### src/rtl/fpu_batch_sequencer.sv
// Batch sequencer: fetches num_ops operand pairs, drives them through an external FPU/ALU and streams results.
// Defining SEQ_TIMEOUT_EN adds a WAIT_ALU watchdog of TIMEOUT_CYC cycles that reports timeout_err.
module fpu_batch_sequencer #(
  parameter int unsigned OPERAND_LAT = 2,
  parameter int unsigned TIMEOUT_CYC = 64
) (
  input  logic        clk,
  input  logic        rst_n,
  input  logic        run,
  input  logic [3:0]  num_ops,
  input  logic [1:0]  op_mode,
  output logic        load_req,
  input  logic [31:0] A_in,
  input  logic [31:0] B_in,
  output logic [31:0] alu_A,
  output logic [31:0] alu_B,
  output logic [1:0]  alu_op,
  output logic        alu_start,
  input  logic        alu_done,
  input  logic [31:0] alu_result,
  output logic [31:0] result,
  output logic        result_valid,
  output logic [3:0]  op_index,
  output logic        busy,
  output logic        done,
  output logic        timeout_err
);

  typedef enum logic [2:0] {
    IDLE      = 3'd0,
    REQ       = 3'd1,
    WAIT_OPND = 3'd2,
    ISSUE     = 3'd3,
    WAIT_ALU  = 3'd4,
    WRITE     = 3'd5,
    DONE      = 3'd6
  } state_t;

  localparam logic [3:0] LAT_LAST = 4'(OPERAND_LAT);

  state_t     state_r;
  state_t     state_s;
  logic       run_d_r;
  logic       run_rise_s;
  logic [3:0] last_idx_r;
  logic [3:0] count_r;
  logic [3:0] lat_cnt_r;
  logic [1:0] op_mode_r;
  logic       opnd_ready_s;
  logic       timeout_hit_s;

  // run_d_r resets high so a run level already present at reset release is not an edge
  assign run_rise_s   = run & ~run_d_r;
  assign opnd_ready_s = (lat_cnt_r == LAT_LAST);

`ifdef SEQ_TIMEOUT_EN
  localparam logic [15:0] WD_LAST = 16'(TIMEOUT_CYC - 32'd1);
  logic [15:0] wdog_r;

  assign timeout_hit_s = (state_r == WAIT_ALU) && !alu_done && (wdog_r == WD_LAST);
`else
  assign timeout_hit_s = 1'b0;
`endif

  // Next-state decode
  always_comb begin
    state_s = state_r;
    case (state_r)
      IDLE: begin
        if (run_rise_s) state_s = REQ;
        else            state_s = IDLE;
      end
      REQ: state_s = WAIT_OPND;
      WAIT_OPND: begin
        if (opnd_ready_s) state_s = ISSUE;
        else              state_s = WAIT_OPND;
      end
      ISSUE: state_s = WAIT_ALU;
      WAIT_ALU: begin
        if (alu_done)           state_s = WRITE;
        else if (timeout_hit_s) state_s = DONE;
        else                    state_s = WAIT_ALU;
      end
      WRITE: begin
        if (count_r == last_idx_r) state_s = DONE;
        else                       state_s = REQ;
      end
      DONE: begin
        if (!run) state_s = IDLE;
        else      state_s = DONE;
      end
      default: state_s = IDLE;
    endcase
  end

  // State register and registered strobes/status decoded from the next state
  always_ff @(posedge clk or negedge rst_n) begin
    if (!rst_n) begin
      state_r      <= IDLE;
      run_d_r      <= 1'b1;
      load_req     <= 1'b0;
      alu_start    <= 1'b0;
      result_valid <= 1'b0;
      busy         <= 1'b0;
      done         <= 1'b0;
    end else begin
      state_r      <= state_s;
      run_d_r      <= run;
      load_req     <= (state_s == REQ);
      alu_start    <= (state_s == ISSUE);
      result_valid <= (state_s == WRITE);
      busy         <= (state_s != IDLE) && (state_s != DONE);
      done         <= (state_s == DONE);
    end
  end

  // Batch configuration, operand capture, result capture and position counter
  always_ff @(posedge clk or negedge rst_n) begin
    if (!rst_n) begin
      last_idx_r <= 4'd0;
      op_mode_r  <= 2'd0;
      count_r    <= 4'd0;
      lat_cnt_r  <= 4'd0;
      alu_A      <= 32'd0;
      alu_B      <= 32'd0;
      alu_op     <= 2'd0;
      result     <= 32'd0;
      op_index   <= 4'd0;
    end else begin
      case (state_r)
        IDLE: begin
          if (run_rise_s) begin
            // num_ops of 0 wraps to a last index of 15, i.e. a 16-op batch
            last_idx_r <= num_ops - 4'd1;
            op_mode_r  <= op_mode;
            count_r    <= 4'd0;
          end
        end
        REQ: lat_cnt_r <= 4'd1;
        WAIT_OPND: begin
          if (opnd_ready_s) begin
            alu_A  <= A_in;
            alu_B  <= B_in;
            alu_op <= op_mode_r;
          end else begin
            lat_cnt_r <= lat_cnt_r + 4'd1;
          end
        end
        WAIT_ALU: begin
          if (alu_done) begin
            result   <= alu_result;
            op_index <= count_r;
          end
        end
        WRITE: begin
          if (count_r != last_idx_r) count_r <= count_r + 4'd1;
        end
        default: begin
        end
      endcase
    end
  end

`ifdef SEQ_TIMEOUT_EN
  // Watchdog counts cycles spent in WAIT_ALU; the error flag is cleared only by a new batch
  always_ff @(posedge clk or negedge rst_n) begin
    if (!rst_n) begin
      wdog_r      <= 16'd0;
      timeout_err <= 1'b0;
    end else begin
      if ((state_r == IDLE) && run_rise_s) timeout_err <= 1'b0;
      else if (timeout_hit_s)              timeout_err <= 1'b1;
      if (state_r == WAIT_ALU) wdog_r <= wdog_r + 16'd1;
      else                     wdog_r <= 16'd0;
    end
  end
`else
  assign timeout_err = 1'b0;
`endif

endmodule

### config.mk
export PLATFORM = sky130hd
export DESIGN_NAME = fpu_batch_sequencer
export DESIGN_NICKNAME = d
export VERILOG_FILES = /design/src/rtl/fpu_batch_sequencer.sv
export SDC_FILE = /design/constraint.sdc
export NUM_CORES = 1
export LEC_CHECK = 0
export CAP_MARGIN = 20
export CORE_ASPECT_RATIO = 1.5
export CORE_MARGIN = 2
export CORE_UTILIZATION = 55
export CTS_CLUSTER_SIZE = 40
export DETAILED_ROUTE_END_ITERATION = 16
export DONT_BUFFER_PORTS = 1
export GPL_TIMING_DRIVEN = 0
export PLACE_DENSITY = 0.83
export RECOVER_POWER = 100
export SLEW_MARGIN = 10
export SYNTH_ARGS = -nofsm -noshare
export SYNTH_HDL_FRONTEND = slang
export SYNTH_SLANG_ARGS = --single-unit
### constraint.sdc
create_clock -name clk -period 1.9 [get_ports clk]
set_input_delay 0.38 -clock clk [delete_from_list [all_inputs] [get_ports clk]]
set_output_delay 0.38 -clock clk [all_outputs]
set_load 0.02 [all_outputs]
==> results.md <==
- Outcome: complete, but fails checks
- Failing checks: negative hold slack, negative setup slack
- Clock Latency Late Sink: 0.41 ns
- Part of the cycle the worst path needs: 110%
- RD Place Congestion: 0.753
- Multi-input logic area: 0.00179 mm^2
- Hold WC Path Type: input pin to async pin
- RSZ-0062 raised after global routing: true
- 1st-pass router iterations: 4
- CTS buffer count: 17
- Mapped Cells: roughly 320
- Mapped Area: 0.00489 mm^2
- Worst vdd ir: 1.02 mV
- GR Overflow Total: 0
- Post-DR vias/cell: 5.67
- P_leak: 2.71 nW
- Crit Path Max Fanout: 10
- Final setup viols: 85
- Crit path DAT: 2.37 ns
- Routed WL: 10.5 mm
- Num ports: 214
- IO Port Bufs: 0
- Largest net degree at the start of global routing: 126
- Design Power: around 12 mW
- Max Clock Freq: between 0.4 and 0.5 GHz
- Net Count, Synth: 431
- Clock sinks: 125
- Root Buffer: clkbuf_16
- Yosys reg bits: 125
- Syn-to-layout area delta: 23.7%
- Actual slew at the worst max-slew pin: 0.571 ns
- Synth unique cells: 36
- Post-synth EDFFs: 0
- Design area: between 0.006 and 0.007 mm^2
- CP required: 2.18 ns
- Critical setup path kind: register to register
- Synth warn: 0
- Rel. slew slack: 61.5%
- Worst setup EP type: register
- CTS tree: built
- Clk slew on worst S/H paths: 0.06 ns
- DR WL/cell: 21.8 um
- All-Layer GR Usage: 21.4%
- Critical path launch point: lat_cnt_r[0]
- Setup WS post-layout: -0.190 ns
- Grt met3 use: 7.97%
- Pwr dens: 1990 mW/mm^2
- Reg2reg start: lat_cnt_r[0]
- Die ar.: 0.00969 mm^2
- 1st-iter DRT viols: 90
- Share of post-route cells with drive strength above 1: around 46%
- Final setup skew: ~0.0073 ns
- Post-synth top flop: dfrtp_1
- Layout net count: ~470
- GRT Max-Usage Layer: met2
- Global Route met1 Usage: 22.8%
- Average size of a mapped cell: 15.2 um^2
- DIE HEIGHT: 120 um
- Hold-fix buffers at CTS: 1
- Final Max Tran Viols: 0
- Initial Util: 56.1%
- Core ar.: 0.00872 mm^2
- Bufs on Longest Clock Path: 2
- Num rows: 42
- Die W: 81.0 um
- N_diodes: 0
- DP Wirelength: 6.87 mm
- Routed via count: 2,735
- Final ANT Viol Nets: 0
- Filler cells: 591
- First-pass GRT wire length: 15.3 mm
- FF+latch area: 0.00313 mm^2
- DRC viols: 0
- Synth async-reset ratio: 100%
- Startpoint type of the worst setup path: register
- M2 GR Usage: 35.7%
- Hold Slack: -0.334 ns
- Number of global-route vias before repair: 3,011
- CTS H-tree lvls: 4
- Register area share after synthesis: 63.9%
- Post-DP Area: 0.00504 mm^2
- Max_cap viols: 0
- Antenna violations before repair: 0
- Final hold vios: 125
- Final Critical Period: around 2.1 ns
-- layout make-up --
class	instances	area share (%)
Buffer	15	2.54
Clock buffer	19	7.48
Clock inverter	13	3.12
Inverter	6	0.372
Multi-Input combinational cell	174	29.6
Sequential cell	125	51.7
Tap cell	110	2.27
Timing Repair Buffer	20	2.93
-- synthesized netlist by cell type (all sizes together) (2+ instances only) --
cell,n,share of area [%]
dfrtp,124,63
mux2,104,24
buf,12,1.6
o21ai,9,0.92
nand2,8,0.61
inv,6,0.46
nor2,6,0.46
xor2,6,1.1
a21oi,4,0.41
clkbuf,4,0.31
ha,4,1.0
nand3,4,0.41
nor2b,4,0.51
nor3,3,0.31
nand2b,2,0.26
nand3b,2,0.31
or3,2,0.26
xnor2,2,0.36
-- routing by layer --
layer / vias to the layer above / routed length (um) / share of wire (%)
met4: 0 / 291 / 2.8
met2: 152 / 5500 / 52
met1: 1358 / 3720 / 35
li1: 1198 / - / -
met3: 27 / 999 / 9.5
met5: - / 0 / 0
-- report_power, final --
| group | switching, mW | total (mW) | internal, mW |
|---|---|---|---|
| Sequential | 2.36 | 6.28 | 3.92 |
| Combinational | 0.825 | 2.35 | 1.53 |
| Clock | 1.17 | 3.43 | 2.27 |
-- logic make-up (layout without fill, tap and decap cells) --
kind of cell	Yosys count	after routing	synth area share, %
AOI/OAI and AO/OA	20	20	2.89
xor gates and xnor gates	8	8	1.43
adders and majority gates	4	4	1.02
buffers and inverters	22	73	2.35
DFF	125	125	63.9
muxes	104	104	23.9
other	1	1	0.0766
and+or+nand+nor	37	37	4.37
-- cells in the final DEF, fill, tap and decap left out, types with 2 or more instances in the layout --
cell / synthesis / routed
a21oi_1: 4 / 4
dfrtp_1: 124 / 124
clkinv_4: 0 / 2
nor2b_1: 4 / 4
clkbuf_2: 0 / 3
mux2_2: 85 / 64
clkbuf_8: 0 / 2
nor3_1: 3 / 3
buf_6: 2 / 3
xnor2_1: 2 / 2
clkinvlp_4: 0 / 5
nand2_1: 8 / 8
nand3b_1: 2 / 2
o21ai_0: 9 / 9
buf_4: 2 / 13
xor2_1: 6 / 6
ha_1: 4 / 3
or3_1: 2 / 2
bufinv_16: 0 / 4
nand3_1: 4 / 4
nor2_1: 6 / 6
buf_8: 0 / 3
mux2_4: 0 / 40
clkbuf_4: 0 / 4
inv_1: 6 / 5
buf_12: 0 / 3
clkbuf_1: 4 / 4
nand2b_1: 2 / 2
clkbuf_16: 0 / 18
-- what timing repair did --
item	4_1_cts	5_1_grt
buffers inserted	10	8
gates resized for setup	44	25
pin swaps	1	4
cloned	0	1
endpoints found under the setup margin	85	101
endpoints found under the hold margin	126	125
-- worst paths after layout --
| kind | slack [ns] | depth (start not counted) | endpoint |
|---|---|---|---|
| worst min register to register | 0.50 | 2 | last_idx_r[3] |
| worst min-delay path | -0.33 | 0 | alu_A[11] |
| worst max-delay path | -0.19 | 7 | alu_B[28] |
| min in group clk | 0.09 | 1 | last_idx_r[0] |
| worst max register to register | -0.19 | 7 | alu_B[28] |
| max in group asynchronous | 1.99 | 0 | run_d_r |
-- registers in the layout (all words and copies together) (netlist names), 3 cells and up --
signal      count
alu_A          32
alu_B          32
result         32
count_r         4
last_idx_r      4
lat_cnt_r       4
op_index        4
state_r         3
-- critical path: stages (launching register included) --
cell     delay [ns]
dfrtp_1        0.39
inv_2          0.07
ha_2           0.15
or3b_4         0.39
nor4b_4        0.29
buf_6          0.19
buf_8          0.15
mux2_2         0.34
-- per-stage QoR --
step / hold WS [ns] / worst slack (ns) / TNS [ns] / util (%) / instances
2_1_floorplan: 0.0844 / -0.117 / -5.82 / - / 321
3_3_place_gp: 0.0866 / -0.450 / -26.73 / 57.8 / 431
3_5_place_dp: 0.0863 / -0.437 / -26.79 / 57.8 / 431
4_1_cts: -0.353 / -0.205 / -11.74 / 67.8 / 473
5_1_grt: -0.357 / -0.286 / -21.95 / 69.4 / 482
6_report: -0.334 / -0.190 / -12.73 / 69.4 / 482
Note: power is estimated with default switching activity, not from simulation.
